`config.mk`:
```
export PLATFORM = sky130hd
export DESIGN_NAME = serial_adder_flat
export DESIGN_NICKNAME = d
export VERILOG_FILES = /design/src/rtl/serial_adder_if.sv /design/src/rtl/serial_adder.sv /design/src/flat_wrapper.sv
export SDC_FILE = /design/constraint.sdc
export NUM_CORES = 1
export LEC_CHECK = 0
export BUFFER_PORTS_ARGS = -buffer_cell sky130_fd_sc_hd__buf_2
export CORE_MARGIN = 2
export CORE_UTILIZATION = 50
export CTS_CLUSTER_DIAMETER = 150
export DETAILED_ROUTE_END_ITERATION = 12
export GPL_ROUTABILITY_DRIVEN = 0
export PLACE_DENSITY = 0.79
export SLEW_MARGIN = 20
export SYNTH_ARGS = -nofsm -noshare
export SYNTH_HDL_FRONTEND = slang
export SYNTH_SLANG_ARGS = --single-unit
```
`constraint.sdc`:
```
create_clock -name clk -period 2.41 [get_ports clk]
set_input_delay 0.241 -clock clk [delete_from_list [all_inputs] [get_ports clk]]
set_output_delay 0.241 -clock clk [all_outputs]
set_load 0.1 [all_outputs]
```
`src/rtl/serial_adder_if.sv`:
```
// Request/result handshake bundle for serial_adder.
// SERIAL_ADDER_SUB_EN adds the sub request bit and the ovf result bit.
interface serial_adder_if #(
    parameter int WIDTH = 8
);
    logic             start_valid;
    logic             start_ready;
    logic [WIDTH-1:0] a;
    logic [WIDTH-1:0] b;
    logic             cin;
    logic             res_valid;
    logic             res_ready;
    logic [WIDTH-1:0] sum;
    logic             cout;
    logic             busy;
`ifdef SERIAL_ADDER_SUB_EN
    logic             sub;
    logic             ovf;

    modport master (
        output start_valid, a, b, cin, sub, res_ready,
        input  start_ready, res_valid, sum, cout, busy, ovf
    );
    modport slave (
        input  start_valid, a, b, cin, sub, res_ready,
        output start_ready, res_valid, sum, cout, busy, ovf
    );
`else
    modport master (
        output start_valid, a, b, cin, res_ready,
        input  start_ready, res_valid, sum, cout, busy
    );
    modport slave (
        input  start_valid, a, b, cin, res_ready,
        output start_ready, res_valid, sum, cout, busy
    );
`endif
endinterface

```
`src/rtl/serial_adder.sv`:
```
// Digit-serial adder: WIDTH-bit a+b+cin, DIGIT bits per clock, LSB digit first.
// Optional subtract/overflow support is enabled with SERIAL_ADDER_SUB_EN.
module serial_adder #(
    parameter int WIDTH = 8,
    parameter int DIGIT = 1
) (
    input  logic           clk,
    input  logic           rst_n,
    serial_adder_if.slave  bus
);
    localparam int N     = WIDTH / DIGIT;
    localparam int CNT_W = (N > 1) ? $clog2(N) : 1;

    generate
        if (WIDTH < 1 || DIGIT < 1 || (WIDTH % DIGIT) != 0) begin : g_bad_cfg
            $error("serial_adder: WIDTH must be >= 1 and a multiple of DIGIT");
        end
    endgenerate

    typedef enum logic [1:0] {
        IDLE = 2'd0,
        RUN  = 2'd1,
        DONE = 2'd2
    } state_t;

    state_t             state_r;
    logic [WIDTH-1:0]   a_r;
    logic [WIDTH-1:0]   b_r;
    logic [WIDTH-1:0]   sum_r;
    logic               carry_r;
    logic               cout_r;
    logic [CNT_W-1:0]   count_r;
    logic               start_ready_r;
    logic               res_valid_r;
    logic               busy_r;
    logic [DIGIT:0]     dig_s;
    logic [WIDTH+DIGIT-1:0] cat_s;
`ifdef SERIAL_ADDER_SUB_EN
    logic               ovf_r;
    logic               cmsb_s;
`endif

    // Propagate/generate ripple over one digit; returns {carry_out, sum_bits}.
    function automatic logic [DIGIT:0] digit_add(
        input logic [DIGIT-1:0] x,
        input logic [DIGIT-1:0] y,
        input logic             c
    );
        logic [DIGIT:0]   cy;
        logic [DIGIT-1:0] s;
        logic             p;
        logic             g;
        cy[0] = c;
        for (int i = 0; i < DIGIT; i++) begin
            p       = x[i] ^ y[i];
            g       = x[i] & y[i];
            s[i]    = p ^ cy[i];
            cy[i+1] = g | (p & cy[i]);
        end
        return {cy[DIGIT], s};
    endfunction

    // Current digit result and the sum register after shifting it in from the top.
    always_comb begin
        dig_s = digit_add(a_r[DIGIT-1:0], b_r[DIGIT-1:0], carry_r);
        cat_s = {dig_s[DIGIT-1:0], sum_r};
    end

`ifdef SERIAL_ADDER_SUB_EN
    // Carry into the top bit recovered from the top sum bit and its operand bits.
    always_comb begin
        cmsb_s = dig_s[DIGIT-1] ^ a_r[DIGIT-1] ^ b_r[DIGIT-1];
    end
`endif

    // Control FSM with datapath registers and registered handshake outputs.
    always_ff @(posedge clk or negedge rst_n) begin
        if (!rst_n) begin
            state_r       <= IDLE;
            a_r           <= {WIDTH{1'b0}};
            b_r           <= {WIDTH{1'b0}};
            sum_r         <= {WIDTH{1'b0}};
            carry_r       <= 1'b0;
            cout_r        <= 1'b0;
            count_r       <= {CNT_W{1'b0}};
            start_ready_r <= 1'b1;
            res_valid_r   <= 1'b0;
            busy_r        <= 1'b0;
`ifdef SERIAL_ADDER_SUB_EN
            ovf_r         <= 1'b0;
`endif
        end else begin
            case (state_r)
                IDLE: begin
                    if (bus.start_valid) begin
                        a_r           <= bus.a;
`ifdef SERIAL_ADDER_SUB_EN
                        b_r           <= bus.sub ? ~bus.b : bus.b;
                        carry_r       <= bus.sub | bus.cin;
`else
                        b_r           <= bus.b;
                        carry_r       <= bus.cin;
`endif
                        count_r       <= {CNT_W{1'b0}};
                        start_ready_r <= 1'b0;
                        busy_r        <= 1'b1;
                        state_r       <= RUN;
                    end else begin
                        state_r       <= IDLE;
                    end
                end
                RUN: begin
                    sum_r   <= cat_s[WIDTH+DIGIT-1:DIGIT];
                    a_r     <= a_r >> DIGIT;
                    b_r     <= b_r >> DIGIT;
                    carry_r <= dig_s[DIGIT];
                    count_r <= count_r + CNT_W'(1);
                    if (count_r == CNT_W'(N - 1)) begin
                        cout_r      <= dig_s[DIGIT];
`ifdef SERIAL_ADDER_SUB_EN
                        ovf_r       <= dig_s[DIGIT] ^ cmsb_s;
`endif
                        res_valid_r <= 1'b1;
                        state_r     <= DONE;
                    end else begin
                        state_r     <= RUN;
                    end
                end
                DONE: begin
                    if (bus.res_ready) begin
                        res_valid_r   <= 1'b0;
                        busy_r        <= 1'b0;
                        start_ready_r <= 1'b1;
                        state_r       <= IDLE;
                    end else begin
                        state_r       <= DONE;
                    end
                end
                default: begin
                    res_valid_r   <= 1'b0;
                    busy_r        <= 1'b0;
                    start_ready_r <= 1'b1;
                    state_r       <= IDLE;
                end
            endcase
        end
    end

    assign bus.start_ready = start_ready_r;
    assign bus.res_valid   = res_valid_r;
    assign bus.busy        = busy_r;
    assign bus.sum         = sum_r;
    assign bus.cout        = cout_r;
`ifdef SERIAL_ADDER_SUB_EN
    assign bus.ovf         = ovf_r;
`endif

endmodule

```
`src/flat_wrapper.sv`:
```
// flat-port wrapper written by rule: the top's interface ports become plain ports
module serial_adder_flat 
#(
    parameter int WIDTH = 8,
    parameter int DIGIT = 1
)
  (clk, rst_n, bus_start_valid, bus_a, bus_b, bus_cin, bus_res_ready, bus_start_ready, bus_res_valid, bus_sum, bus_cout, bus_busy);
  serial_adder_if #(.WIDTH(WIDTH)) bus_i ();
  input  logic clk;
  input  logic rst_n;
  input wire logic [$bits(bus_i.start_valid)-1:0] bus_start_valid;
  input wire logic [$bits(bus_i.a)-1:0] bus_a;
  input wire logic [$bits(bus_i.b)-1:0] bus_b;
  input wire logic [$bits(bus_i.cin)-1:0] bus_cin;
  input wire logic [$bits(bus_i.res_ready)-1:0] bus_res_ready;
  output wire logic [$bits(bus_i.start_ready)-1:0] bus_start_ready;
  output wire logic [$bits(bus_i.res_valid)-1:0] bus_res_valid;
  output wire logic [$bits(bus_i.sum)-1:0] bus_sum;
  output wire logic [$bits(bus_i.cout)-1:0] bus_cout;
  output wire logic [$bits(bus_i.busy)-1:0] bus_busy;
  assign bus_i.start_valid = bus_start_valid;
  assign bus_i.a = bus_a;
  assign bus_i.b = bus_b;
  assign bus_i.cin = bus_cin;
  assign bus_i.res_ready = bus_res_ready;
  assign bus_start_ready = bus_i.start_ready;
  assign bus_res_valid = bus_i.res_valid;
  assign bus_sum = bus_i.sum;
  assign bus_cout = bus_i.cout;
  assign bus_busy = bus_i.busy;
  serial_adder #(.WIDTH(WIDTH), .DIGIT(DIGIT)) u_core (.clk(clk), .rst_n(rst_n), .bus(bus_i));
endmodule
```
=== Yosys cells after proc, flatten, opt, wreduce, memory -nomap -nowiden ===
Index checks and enable logic that the tools add are counted.

* Output and inout bits: 12
* Bits of input ports: 21
* Flip-flop bits (word level): 34

* Bitwise gates (word level): 7
* Add/sub/neg operators: 1
* Equal/unequal tests: 6
* Multiplexer cells: 20
* Reduce and logical (&&, ||, !) cells: 6

{| class="wikitable"
|+ Operators with widths
! operator !! number
|-
| case mux 8 bit (2 select lines) || 2
|-
| two-way mux 8 bit || 2
|-
| case mux 1 bit (3 select lines) || 3
|-
| two-way mux 1 bit || 7
|-
| case mux 2 bit (3 select lines) || 1
|-
| case mux 3 bit (2 select lines) || 1
|-
| AND reduction 3 bit || 2
|-
| two-way mux 2 bit || 2
|-
| != test 2 bit (second input constant) || 2
|-
| AND reduction 2 bit || 2
|-
| adder 3 x 1 -> 3 bit (second input constant) || 1
|-
| == test 3 bit (second input constant) || 1
|-
| two-way mux 3 bit || 1
|-
| AND 1 bit || 2
|-
| == test 2 x 1 -> 1 bit (second input constant) || 1
|-
| == test 2 bit (second input constant) || 1
|-
| zero test 2 bit || 1
|-
| != test 2 x 1 -> 1 bit (second input constant) || 1
|-
| NOT 1 bit || 2
|-
| case mux 1 bit (2 select lines) || 1
|-
| nonzero test 2 bit || 1
|-
| bitwise XOR 1 bit || 2
|-
| bitwise OR 1 bit || 1
|}

=== Longest topological paths before layout ===
Gate-level depths: netlist (run 1).

* Word-level depth: 4
* Mapped depth: 5

=== Worst setup path after synthesis (run 1) ===
No wires, ideal clock.

* Kind: reg-to-reg
* Start: register u_core.count_r[0]
* End: register u_core.cout_r, in the netlist u_core.bus.cout
* Cell stages (with the launch flop): 5
* Library setup time: 0.126 ns
* Slack: 1.142 ns
* Required time: 2.284 ns
* Data arrival time: 1.142 ns
* Buffers on the path: 0
* Path through: dfrtp_1 ha_1 ha_1 nand2_1 mux2_2

* Cells in the longest elaborated chain, start to end: 2

{| class="wikitable"
|+ RTL lines
! what !! line !! text
|-
| from (decl) || serial_adder.sv:32 || <nowiki>logic [CNT_W-1:0] count_r;</nowiki>
|-
| from (signal assigned) || serial_adder.sv:85 || <nowiki>count_r <= {CNT_W{1'b0}};</nowiki>
|-
| from (signal assigned) || serial_adder.sv:104 || <nowiki>count_r <= {CNT_W{1'b0}};</nowiki>
|-
| from (signal assigned) || serial_adder.sv:117 || <nowiki>count_r <= count_r + CNT_W'(1);</nowiki>
|-
| == test 3 bit || serial_adder.sv:118 || <nowiki>if (count_r == CNT_W'(N - 1)) begin</nowiki>
|-
| AND reduction 2 bit (no source line) || n/a ||
|-
| to (signal assigned) || serial_adder.sv:119 || <nowiki>cout_r <= dig_s[DIGIT];</nowiki>
|-
| to (decl) || serial_adder.sv:31 || <nowiki>logic cout_r;</nowiki>
|}

Every way passes these cells.
A chain may end at the register's enable or synchronous reset.

=== Worst setup path after layout (run 1) ===
* Start: register u_core.state_r[0]
* End: register u_core.a_r[5]

* Cells in the longest elaborated chain, start to end: 3
* Elaborated cells on any way between the ends: 6
* Those cells by class: eq/ne: 2; mux: 1; reduce/logical: 3

{| class="wikitable"
|+ RTL lines
! what !! line !! text
|-
| from (decl) || serial_adder.sv:26 || <nowiki>state_t state_r;</nowiki>
|-
| from (signal assigned) || serial_adder.sv:79 || <nowiki>state_r <= IDLE;</nowiki>
|-
| from (signal assigned) || serial_adder.sv:107 || <nowiki>state_r <= RUN;</nowiki>
|-
| from (signal assigned) || serial_adder.sv:109 || <nowiki>state_r <= IDLE;</nowiki>
|-
| == test 2 x 1 -> 1 bit or zero test 2 bit (tied branches) || serial_adder.sv:93 || <nowiki>case (state_r)</nowiki>
|-
| nonzero test 2 bit (no source line) or != test 2 bit (tied branches) || n/a ||
|-
| AND reduction 2 bit (no source line) || n/a ||
|-
| to (signal assigned) || serial_adder.sv:80 || <nowiki>a_r <= {WIDTH{1'b0}};</nowiki>
|-
| to (signal assigned) || serial_adder.sv:96 || <nowiki>a_r <= bus.a;</nowiki>
|-
| to (signal assigned) || serial_adder.sv:114 || <nowiki>a_r <= a_r >> DIGIT;</nowiki>
|-
| to (decl) || serial_adder.sv:27 || <nowiki>logic [WIDTH-1:0] a_r;</nowiki>
|}

Parallel ways exist; a longest one is shown, timed or not.

==> results by stage, run 1 <==
Finish:
- After filler insertion, the fill cell instance count of the layout stands at 268.
- In the final layout, the share of cells above drive strength 1 is 0.353.
- Compared with the post-synthesis result, the final layout area differs by 12.6%.
- Across the whole layout, storage elements account for 852 um2.
- The number of nets in the final layout is 193.
- The antenna diode count is 0.
- The final standard cell count with taps included and fillers excluded is 214.
- After routing the design area is 1790 um2.
- The multi-input combinational cells in the finished layout cover a total of 616 um2.

CTS:
- The H-tree depth reported by CTS is 2.
- The clock net in this run drives a total of 34 sinks.
- The clock passes through at most 2 buffers.
- TritonCTS built the clock tree.
- Buffers inserted during clock tree synthesis total 5.
- The buffer type at the clock tree root is clkbuf_4.
- The post-CTS resize count is 0.
- The clock transition at the registers of the reported paths is 0.10 ns.
- The clock reaches the later pin of the worst-skew pair after 0.34 ns.

Route:
- Dividing the detail-routed via count by the number of cells gives 5.40.
- The total vias in the final route is 1,156.
- After detailed routing, the wire length on met1 is 1260 um.
- Before antenna repair, the detailed router went through 4 iterations.
- The final wirelength is 2900 um.
- Routed signal wires occupy layers up through met4.
- The count of routing violations after the opening detailed-route iteration is 62.
- The detailed-routed wire length on met3 is 175 um.
- For this run, design rule violations remaining after detail routing come to 0.
- In this run the remaining antenna-violating nets after routing total 0.
- In the detailed route, the total length drawn on met2 is 1430 um.
- Dividing the detail-routed wire length by the instance count gives 13.6 um.

STA:
- The final cycle utilization of the critical path is 0.726.
- Derived from the worst setup path, the maximum achievable clock frequency is 572 MHz.
- The total count of hold-check failures in the final report was 0.
- The total negative slack is 0 ns.
- The final number of max-transition violations is 0.
- Setup repair after global routing left no endpoint under its margin.
- For the finished layout, the period the worst path requires is 1.75 ns.
- The number of setup violations in the final report is 0.
- The relative slew slack is 0.434.
- The worst-margin pin slew is 0.849 ns.
- The clock arrives with 0.0104 ns of skew.

Synth:
- The share of synthesized area occupied by flip-flops and latches is 0.536.
- The Yosys step of the flow raised 0 warnings.
- Yosys mapped the design onto 22 distinct sky130hd cell types.
- The average size of a mapped cell is 11.0 um2.
- The total of flip-flops plus latches after synthesis is 34.
- The summed instance area of the synthesized netlist is 1590 um2.
- The synthesized net count is 168.
- The post-synthesis cell count is 144.

Die:
- Row generation in the floorplan step produced 20 rows.
- From left edge to right edge, the die measures 60.4 um.
- The die footprint is 3650 um2.
- The starting density of the core is 0.525.
- The region available for standard cell placement spans 3030 um2.
- Measured along the y axis, the die boundary spans 60.4 um.
- 33 I/O pins were placed.

Setup path:
- Counting buffers and inverters, the worst setup path is 2 cells deep.
- The critical path goes through nand2b_1 > o221a_2.
- Following the worst setup path forward leads to its endpoint at u_core.a_r[5]$_DFFE_PN0P_.
- The worst-path cell with the longest stage delay is dfrtp_1.
- The worst register-to-register path has a depth of 2.
- The arrival time of data at the critical path endpoint is 1.98 ns.
- Setup slack on the worst reg-to-reg path comes out at 0.66 ns.
- The reg-to-reg startpoint is u_core.state_r[0]$_DFF_PN0_.
- The worst setup path is launched from a flip-flop.
- The kind of capture point of the worst setup path is a flip-flop.
- The family with the most delay on the worst path is flip-flops.
- The worst setup path is of the reg2reg kind.
- The largest fanout on the critical path is 23.
- The launching instance or port of the critical path is u_core.state_r[0]$_DFF_PN0_.
- The worst endpoint required time is 2.64 ns.
- The worst stage delay on the critical path is 0.61 ns.
- The buffers plus inverters on the worst setup path is 0.
- The critical register-to-register path endpoint is u_core.a_r[5]$_DFFE_PN0P_.

Global route:
- The total overflow left after global routing is 0.
- Entering global routing, the biggest net connects 35 pins.
- The initial antenna violation count is 0.
- The via count of the first global-routing pass is 1,136.
- The first global-routing pass estimated 5090 um of wire.
- Across every metal layer, demand over resource in global routing totals 0.195.

Place:
- In this run the cell area measured after placement is 1700 um2.
- The detailed placement HPWL is 2030 um.
- The number of port buffers is 32.
- The cell count after placement is 205.

Job:
- The tool flagged a number of max-cap violations equal to 0.

Outcome:
- The flow ran to the end, and the final reports show no timing, DRC or antenna violations.

Min path:
- The worst hold path belongs to the class in2reg.
-- stage by stage --
step,hold WS (ns),util,setup slack (ns)
finish,0.147,0.591,0.660
global route,0.138,0.591,0.499
CTS,0.141,0.591,0.646
detailed placement,0.342,0.561,0.657
global placement,0.332,0.561,0.755
floorplan,-0.0546,-,1.14
-- worst reg2reg max path, cell delays in order (launching register included) --
cell	delay [ns]
dfrtp_1	0.61
nand2b_1	0.55
o221a_2	0.49
-- cells by family (layout without fill, tap and decap cells) --
logic type | Yosys count | in the layout | synth area share
AOI/OAI and AO/OA | 29 | 29 | 0.161
adders and majority gates | 3 | 3 | 0.0283
buffers and inverters | 17 | 43 | 0.0771
DFF | 34 | 34 | 0.536
muxes | 1 | 1 | 0.00708
and+or+nand+nor | 60 | 60 | 0.190
-- synth_stat cells --
| cell type | n | share of area |
|---|---|---|
| dfstp_2 | 1 | 0.017 |
| nor3_1 | 2 | 0.0063 |
| a21oi_1 | 3 | 0.0094 |
| o21bai_1 | 1 | 0.0047 |
| nand2_1 | 32 | 0.076 |
| dfrtp_1 | 33 | 0.52 |
| buf_6 | 2 | 0.014 |
| a22o_1 | 2 | 0.011 |
| nand2b_1 | 2 | 0.0079 |
| fa_1 | 1 | 0.013 |
| o21ai_0 | 7 | 0.022 |
| buf_4 | 10 | 0.047 |
| buf_2 | 5 | 0.016 |
| o21ba_4 | 1 | 0.010 |
| nand2b_4 | 1 | 0.0087 |
| nand3b_1 | 14 | 0.066 |
| ha_1 | 2 | 0.016 |
| a211oi_1 | 1 | 0.0047 |
| nor2_1 | 6 | 0.014 |
| mux2_2 | 1 | 0.0071 |
| o221a_2 | 14 | 0.099 |
| nor2b_1 | 3 | 0.012 |
-- repair_timing --
item / CTS / global route
buffers inserted: 0 / 0
hold endpoints to repair: 33 / 0
hold buffers: 1 / 0
-- state kept, by name (all words and copies together) (netlist names) --
| name | cells |
|---|---|
| u_core.bus.res_valid | 1 |
| u_core.count_r | 3 |
| u_core.bus.cout | 1 |
| u_core.a_r | 8 |
| u_core.carry_r | 1 |
| u_core.state_r | 2 |
| u_core.bus.start_ready | 1 |
| u_core.bus.sum | 8 |
| u_core.bus.busy | 1 |
| u_core.b_r | 8 |
-- cell usage in the layout, fill, tap and decap left out --
cell type and instances:
dlygate4sd3_1 1, nor2_1 6, nor3_1 2, o21ai_0 7, a211oi_1 1, nand2b_1 2, clkbuf_4 5, o21bai_1 1
buf_4 2, nand2_1 32, o21ba_4 1, mux2_2 1, nand2b_4 1, nand3b_1 14, dfstp_2 1, o221a_2 14
clkinvlp_4 2, fa_1 1, nor2b_1 3, ha_1 2, bufinv_16 1, a22o_1 2, a21oi_1 3, buf_2 32
dfrtp_1 33
-- worst min-delay path by stage --
stage                        start                            end  slack (ns)  depth (start not counted)
after CTS                 bus_b[7]      u_core.b_r[7]$_DFFE_PN0P_        0.14                          3
after floorplan              rst_n      u_core.a_r[0]$_DFFE_PN0P_       -0.05                          0
after global routing      bus_b[7]      u_core.b_r[7]$_DFFE_PN0P_        0.14                          3
after global placement       rst_n  u_core.bus.sum[3]$_DFFE_PN0N_        0.33                          1
final                     bus_a[7]      u_core.a_r[7]$_DFFE_PN0P_        0.15                          3
after detailed placement     rst_n  u_core.bus.sum[3]$_DFFE_PN0N_        0.34                          1
-- final cells by class --
class | instances | share of cell area
Clock buffer | 5 | 0.0210
Tap cell | 44 | 0.0307
Sequential cell | 34 | 0.476
Timing Repair Buffer | 35 | 0.103
Clock inverter | 3 | 0.0252
Multi-Input combinational cell | 93 | 0.344
-- routing by layer --
metal  track usage  up-vias
li1              -      553
met1         0.254      564
met2         0.297       35
met3        0.0682        4
met4        0.0825        0
met5             0        -
Power of run 1 is left out: the tool's default activity adds up to more than one toggle a clock period on the data nets, which glitch-free logic cannot reach.
==> inputs of run 2 (changes only) <==
--- a/config.mk
+++ b/config.mk
@@ -5,6 +5,7 @@
 export SDC_FILE = /design/constraint.sdc
 export NUM_CORES = 1
 export LEC_CHECK = 0
+export ABC_AREA = 1
 export BUFFER_PORTS_ARGS = -buffer_cell sky130_fd_sc_hd__buf_2
 export CORE_MARGIN = 2
 export CORE_UTILIZATION = 50
==> constraint.sdc (replaced) <==
create_clock -name clk -period 1.77 [get_ports clk]
set_input_delay 0.177 -clock clk [delete_from_list [all_inputs] [get_ports clk]]
set_output_delay 0.177 -clock clk [all_outputs]
set_load 0.1 [all_outputs]
==> run 2 against run 1 <==
Effect of this change:
- sequential cell count unchanged
- global-route usage shrank 0.48 points
- first-iteration DRC count decreased by 37%
- cell count is 27% higher
- critical path type is now reg2out
- critical endpoint is now bus_start_ready
- largest cell class unchanged
==> results by stage, run 2 <==
Outcome:
- The flow ran to the end, and the final reports show no timing, DRC or antenna violations.

Synth:
- The post-synthesis cell count is 201.
- Of the total synthesized cell area, the portion taken by full adders, half adders and majority gates is 0.0271.
- Of all cell types, the one taking the most synthesized area is dfrtp_1.
- The share of synthesized area occupied by flip-flops and latches is 0.513.
- The area fraction in compound gates after synthesis is 0.0377.
- After synthesis, the largest family of logic cells by area is simple AND/OR/NAND/NOR gates.
- In the post-synthesis netlist, the biggest area contributors are dfrtp_1 50%, nand2_1 19%, nand3_1 11%.
- The most common cell in the netlist is nand2_1.
- The summed instance area of the synthesized netlist is 1660 um2.
- In this run the mean area of a mapped cell was 8.27 um2.
- The portion of synthesized area spent on multiplexers is 0.
- Of the total synthesized cell area, the portion taken by AND, OR, NAND and NOR gates is 0.324.
- The most frequently used flop master after synthesis is dfrtp_1.
- The XOR/XNOR share of the synthesized area is 0.
- The synthesized netlist contains 19 unique library cells.
- The number of flops mapped to enable cells by yosys is 0.
- After synthesis, the most frequently instantiated cells are 85 x nand2_1, 36 x nand3_1, 33 x dfrtp_1.
- Of all flip-flops after synthesis, the portion carrying an async set or reset was 1.00.
- The total of flip-flops plus latches after synthesis is 34.
- The yosys synthesis warning count is 0.
- The synthesized net count is 225.
- Of the post-synthesis cell area, the dominant cell type holds 0.497.

Setup path:
- The number of buffers and inverters on the critical path is 1.
- The launching instance or port of the critical path is u_core.bus.start_ready$_DFFE_PN1P_.
- The number of gates on the worst path with buffers counted is 1.
- The critical path goes through buf_2.
- The type of origin of the critical path is a flip-flop.
- On the critical path the largest part of the delay comes from flip-flops.
- The reg-to-reg startpoint is u_core.state_r[1]$_DFF_PN0_.
- The critical path class is reg2out.
- The arrival time of data at the critical path endpoint is 1.30 ns.
- The worst setup path is captured at an output pin.
- The largest single stage delay on the critical path is 0.54 ns.
- Along the worst path, the maximum fanout reaches 2.
- The depth of the worst register-to-register path is 7.
- The worst-path cell with the longest stage delay is dfstp_2.
- At the worst endpoint, the required time is 1.59 ns.

Global route:
- The via count of the first global-routing pass is 1,228.
- The all-layer global routing usage is 0.190.
- Entering global routing, the biggest net connects 35 pins.
- The wire length of the first global-routing pass is 5210 um.
- The initial antenna violation count came to 0.
- After global routing the overflow that remains totals 0.

STA:
- The total count of hold-check failures in the final report is 0.
- The final number of max-transition violations is 0.
- Setup violations remaining at the end of the flow were counted as 0.
- The worst clock skew is 0.00550 ns.
- The total negative slack is 0 ns.
- At the pin with the least slew margin, the transition time is 0.731 ns.
- The maximum frequency from static timing analysis is 676 MHz.
- Setup repair after global routing left no endpoint under its margin.
- The minimum period implied by the final worst setup slack is 1.48 ns.
- Hold is met by 0.0164 ns.
- Measured against its own limit, the worst slew margin works out to 0.512.
- The final cycle utilization of the critical path is 0.836.

CTS:
- In this run, CTS created clock tree buffers numbering 5.
- The H-tree was split into 2 levels.
- The maximum clock path buffer count is 2.
- TritonCTS built the clock tree.
- Once the clock tree was built, the resizer swapped 0 gates to a different size.
- The number of setup buffers added after CTS is 0.
- The tree built by TritonCTS fans out to 34 sinks.
- The quantity of hold-fixing buffers added after cts is 1.
- At the later pin of the worst-skew pair, clock insertion delay measures 0.35 ns.
- The clock transition at the registers of the reported paths is 0.10 ns.
- The cell sitting at the root of the clock tree is a clkbuf_4.

Route:
- The total vias in the final route is 1,343.
- The first TritonRoute pass finished after 4 iterations.
- The via density per instance is 4.96.
- The routed design has 3010 um of wire.
- The post-route DRC violation count is 0.
- In this run, the number of DRC markers left after iteration 0 of detailed routing was 39.
- The number of antenna-violating nets in the routed design is 0.
- The final routed wire length divided by cell count is 11.1 um.

Die:
- The overall die width is 61.6 um.
- The floorplan has 20 rows.
- The total area inside the core boundary comes to 3100 um2.
- The initial utilization of the core area, before any placement, comes to 0.535.
- The die covers 3800 um2.
- 33 I/O pins were placed.
- The die is 61.6 um tall.

Min path:
- The launch point of the worst hold path is bus_a[7].
- The worst hold path passes through 3 cells.
- The tightest min-delay check is of the in2reg type.

Finish:
- The number of antenna diodes in the final layout is 0.
- The library cell used most frequently in the layout, excluding fill and tap cells, is nand2_1.
- The area growth from synthesis to layout is 11.7%.
- The number of nets in the final layout is 250.
- Of the cells placed in the final design, the portion with a size suffix greater than 1 is 0.229.
- In the layout the commonest cells are 85 x nand2_1, 36 x nand3_1, 33 x dfrtp_1, 32 x buf_2.

Place:
- Detailed placement finished with a half-perimeter wire length of 2010 um.
- The count of buffers added on input and output ports is 32.

Job:
- Max-cap violations in this run came to 0.
[run 2: cell types whose count changed in the layout (fill, tap and decap cells not counted), sizes merged, moves of 4 or more]
cell    previous run  this run
nand2             32        88
nand3              0        36
nand3b            14         0
o221a             14         0
inv                0         7
nor2               6         2
[run 2: cells by family after synthesis]
kind of cell	count (synthesis)
buffers and inverters	26
AOI/OAI and AO/OA	12
DFF	34
adders and majority gates	3
and+or+nand+nor	126
[run 2: per-stage QoR]
step | setup WS [ns] | instances | instance area, um2 | utilization
after global placement | 0.581 | 262 | 1770 | 0.570
after global routing | 0.246 | 271 | 1860 | 0.598
after CTS | 0.282 | 271 | 1860 | 0.598
final | 0.290 | 271 | 1860 | 0.598
after detailed placement | 0.552 | 262 | 1770 | 0.570
after floorplan | 0.585 | 201 | 1660 | -
[run 2: area by class of cell]
type	count	area, um2
clock buffers	5	37.5
clock inverters	3	40.0
fillers	307	1250
inverters	7	26.3
multi-input cells	141	646
flip-flops and latches	34	852
well taps	44	55.1
repair buffers	37	200
[run 2: layer usage]
layer  GRT usage  vias to the layer above  share of wire
met4       0.100                        0          0.016
met2       0.286                       38           0.44
met1       0.256                      613           0.49
met5           0                        -              0
li1            -                      687              -
met3      0.0441                        5          0.053
[run 2: path summary, 6_finish.rpt]
path | slack (ns) | endpoint
setup / recovery | 0.29 | bus_start_ready
hold / removal | 0.02 | u_core.a_r[7]$_DFFE_PN0P_
setup reg to reg | 0.53 | u_core.a_r[4]$_DFFE_PN0P_
hold reg to reg | 0.47 | u_core.bus.start_ready$_DFFE_PN1P_
max in group asynchronous | 0.88 | u_core.state_r[0]$_DFF_PN0_
min in group asynchronous | 0.42 | u_core.b_r[1]$_DFFE_PN0P_
Power of run 2 is left out for the same reason.
==> inputs of run 3 (changes only) <==
--- a/config.mk
+++ b/config.mk
@@ -8,11 +8,11 @@
 export ABC_AREA = 1
 export BUFFER_PORTS_ARGS = -buffer_cell sky130_fd_sc_hd__buf_2
 export CORE_MARGIN = 2
-export CORE_UTILIZATION = 50
+export CORE_UTILIZATION = 49
 export CTS_CLUSTER_DIAMETER = 150
 export DETAILED_ROUTE_END_ITERATION = 12
 export GPL_ROUTABILITY_DRIVEN = 0
-export PLACE_DENSITY = 0.79
+export PLACE_DENSITY = 0.8
 export SLEW_MARGIN = 20
 export SYNTH_ARGS = -nofsm -noshare
 export SYNTH_HDL_FRONTEND = slang
==> constraint.sdc (replaced) <==
create_clock -name clk -period 1.3 [get_ports clk]
set_input_delay 0.13 -clock clk [delete_from_list [all_inputs] [get_ports clk]]
set_output_delay 0.13 -clock clk [all_outputs]
set_load 0.1 [all_outputs]
==> run 3 against run 2 <==
Effect of this change:
- critical endpoint is now u_core.carry_r$_DFFE_PN0P_
- largest cell class unchanged
- count of clock-buffer cells in the layout is the same
- register-to-register slack got worse by 0.45 ns
- worst setup slack lost 0.21 ns
==> results by stage, run 3 (synthesis gave the netlist of run 2 again) <==
Outcome:
- The run finished with clean final reports.

Finish:
- In the final design database the tool counted 259 nets.
- In the layout the commonest cells are 85 x nand2_1, 36 x nand3_1, 33 x dfrtp_1, 20 x buf_2, 13 x clkbuf_4.
- The area added between synthesis and finish is 22.7%.
- After filler insertion, the fill cell instance count of the layout stands at 298.
- The antenna diode count is 0.
- The library cell used most frequently in the layout, excluding fill and tap cells, is nand2_1.
- Excluding fillers, the count of instances in the completed layout stands at 282.
- The share of layout cells above drive strength 1 is 0.246.

Route:
- The via density per instance is 4.91.
- The final wirelength is 3210 um.
- Before antenna repair, the detailed router went through 4 iterations.
- The count of routing violations after the opening detailed-route iteration is 71.
- The count of nets left with antenna violations once routing finished came out at 0.
- Across all layers, the routed design uses 1,386 vias.
- In the routed design, unresolved DRC markers number 0.
- Dividing the detail-routed wire length by the instance count gives 11.4 um.

STA:
- Between clock sinks in the finished design, the worst skew comes to 0.0104 ns.
- The total count of hold-check failures in the final report is 0.
- Setup repair after global routing left no endpoint under its margin.
- Headroom to the max-slew limit came out at 0.715.
- The minimum period implied by the final worst setup slack is 1.22 ns.
- Timing would allow up to 821 MHz.
- At the pin with the least slew margin, the transition time is 0.427 ns.
- Adding up every negative setup slack in the final design gives 0 ns.
- The final number of max-transition violations is 0.
- Setup violations remaining at the end of the flow were counted as 0.
- The final cycle utilization of the critical path is 0.936.

Global route:
- The via count of the first global-routing pass came to 1,392.
- The remaining global-route overflow is 0.
- In the global route stage, overall resource usage came out at 0.193.
- Entering global routing, the biggest net connects 35 pins.
- The initial antenna violation count is 0.
- The first global-routing pass estimated 5950 um of wire.

Power:
- Cell internal power was estimated by the tool at 3.06 mW.
- Of the total power, the share spent switching nets is 0.493.
- Of the total power, combinational logic draws 0.537.
- Power spread over the standard cell area amounts to 2960 nW/um2.
- IR analysis of the VDD net gives a maximum drop of 1.09 mV.
- The share of total power dissipated in sequential elements is 0.300.
- The total leakage power is 1.11 nW.
- The share of total power in the clock network is 0.163.
- The power dissipated by switching net loads is 2.98 mW.

CTS:
- TritonCTS built the clock tree.
- The clock sink count is 34.
- In this run the post-CTS setup repair buffer count came out at 0.
- The insertion delay of the later-clocked pin in the worst-skew pair is 0.34 ns.
- The root buffer cell chosen for the clock tree is clkbuf_4.
- The H-tree depth reported by CTS is 2.
- The maximum clock path buffer count is 2.
- The number of buffers inserted during clock tree synthesis is 5.
- Clock-pin slew was measured on the worst setup and hold paths at 0.12 ns.

Die:
- The floorplan step set the die width to 62.2 um.
- The die is 62.2 um tall.
- After floorplanning, the core was sized to cover 3280 um2.
- The number of top-level pins is 33.
- For this configuration, the core starts out at a cell density of 0.506.
- The number of core rows is 21.
- The die covers 3870 um2.

Setup path:
- The kind of capture point of the worst setup path is a flip-flop.
- The type of origin of the critical path is a flip-flop.
- The depth of the worst register-to-register path is 5.
- The largest fanout on the critical path is 2.
- STA puts the critical path data required time at 1.55 ns.
- Data on the critical path arrives at its endpoint at 1.47 ns.
- The critical path is of the reg2reg type.

Min path:
- The worst hold path depth is 5.
- The class of the worst hold path is in2reg.

Place:
- The number of port buffers is 32.
- Including well taps, the total number of placed cells is 270.
- Once detailed placement completed, the half-perimeter wirelength came to 2220 um.

Job:
- Max-cap violations in this run came to 0.
[run 3: changes by cell type in the layout (fill, tap and decap cells not counted), sizes merged]
cell and delta:
bufinv +1, buf -2, clkbuf +8, clkinv -1, dlygate4sd3 +3
[run 3: repair_timing]
item,in CTS,in global routing
hold buffers,4,0
resized for setup,3,12
endpoints found under the setup margin,3,26
hold endpoints to repair,36,0
[run 3: metal layers]
metal  vias up  share of wire  GRT usage
met3         6          0.053     0.0598
met4         0          0.014     0.0611
met1       640           0.46      0.246
met2        38           0.47      0.317
met5         -              0          0
li1        702              -          -
[run 3: area by class of cell]
type / count / area [um2] / share of cell area
clock buffers: 5 / 37.5 / 0.0184
multi-input cells: 141 / 664 / 0.326
well taps: 46 / 57.6 / 0.0282
clock inverters: 3 / 68.8 / 0.0337
inverters: 7 / 28.8 / 0.0141
repair buffers: 46 / 330 / 0.162
flip-flops and latches: 34 / 852 / 0.418
[run 3: worst max-delay path, cell delays in order (launching register included)]
cell     delay, ns
dfrtp_1       0.42
fa_1          0.45
nand3_1       0.10
nand2_1       0.05
nand2_1       0.05
nand2_1       0.04
[run 3: worst paths after layout]
| kind | from | end | slack, ns |
|---|---|---|---|
| worst max-delay path | u_core.carry_r$_DFFE_PN0P_ | u_core.carry_r$_DFFE_PN0P_ | 0.08 |
| worst min-delay path | bus_b[5] | u_core.b_r[5]$_DFFE_PN0P_ | 0.06 |
| worst max register to register | u_core.carry_r$_DFFE_PN0P_ | u_core.carry_r$_DFFE_PN0P_ | 0.08 |
| worst min register to register | u_core.count_r[0]$_DFFE_PN0P_ | u_core.count_r[0]$_DFFE_PN0P_ | 0.49 |
| max in group asynchronous | rst_n | u_core.bus.start_ready$_DFFE_PN1P_ | 0.62 |
| min in group asynchronous | rst_n | u_core.bus.sum[5]$_DFFE_PN0N_ | 0.33 |
[run 3: power groups by stage]
stage	sequential (mW)	combinational [mW]	clock, mW
floorplan	2.15	2.34	0
global placement	1.80	3.08	0
detailed placement	1.82	3.14	0
CTS	1.80	3.19	1.00
global route	1.88	3.57	1.07
finish	1.81	3.25	0.981
[run 3: per-stage QoR]
step | setup WS, ns | area, um2 | hold slack [ns] | total power [mW] | util
after global placement | 0.101 | 1840 | 0.177 | 4.89 | 0.562
after detailed placement | 0.0649 | 1840 | 0.181 | 4.95 | 0.562
final | 0.0827 | 2040 | 0.0616 | 6.04 | 0.621
after floorplan | 0.115 | 1660 | -0.166 | 4.49 | -
after CTS | 0.0198 | 2000 | 0.0592 | 5.99 | 0.608
after global routing | 0.0220 | 2040 | 0.0746 | 6.53 | 0.621
Power figures use the tool's default switching activity.
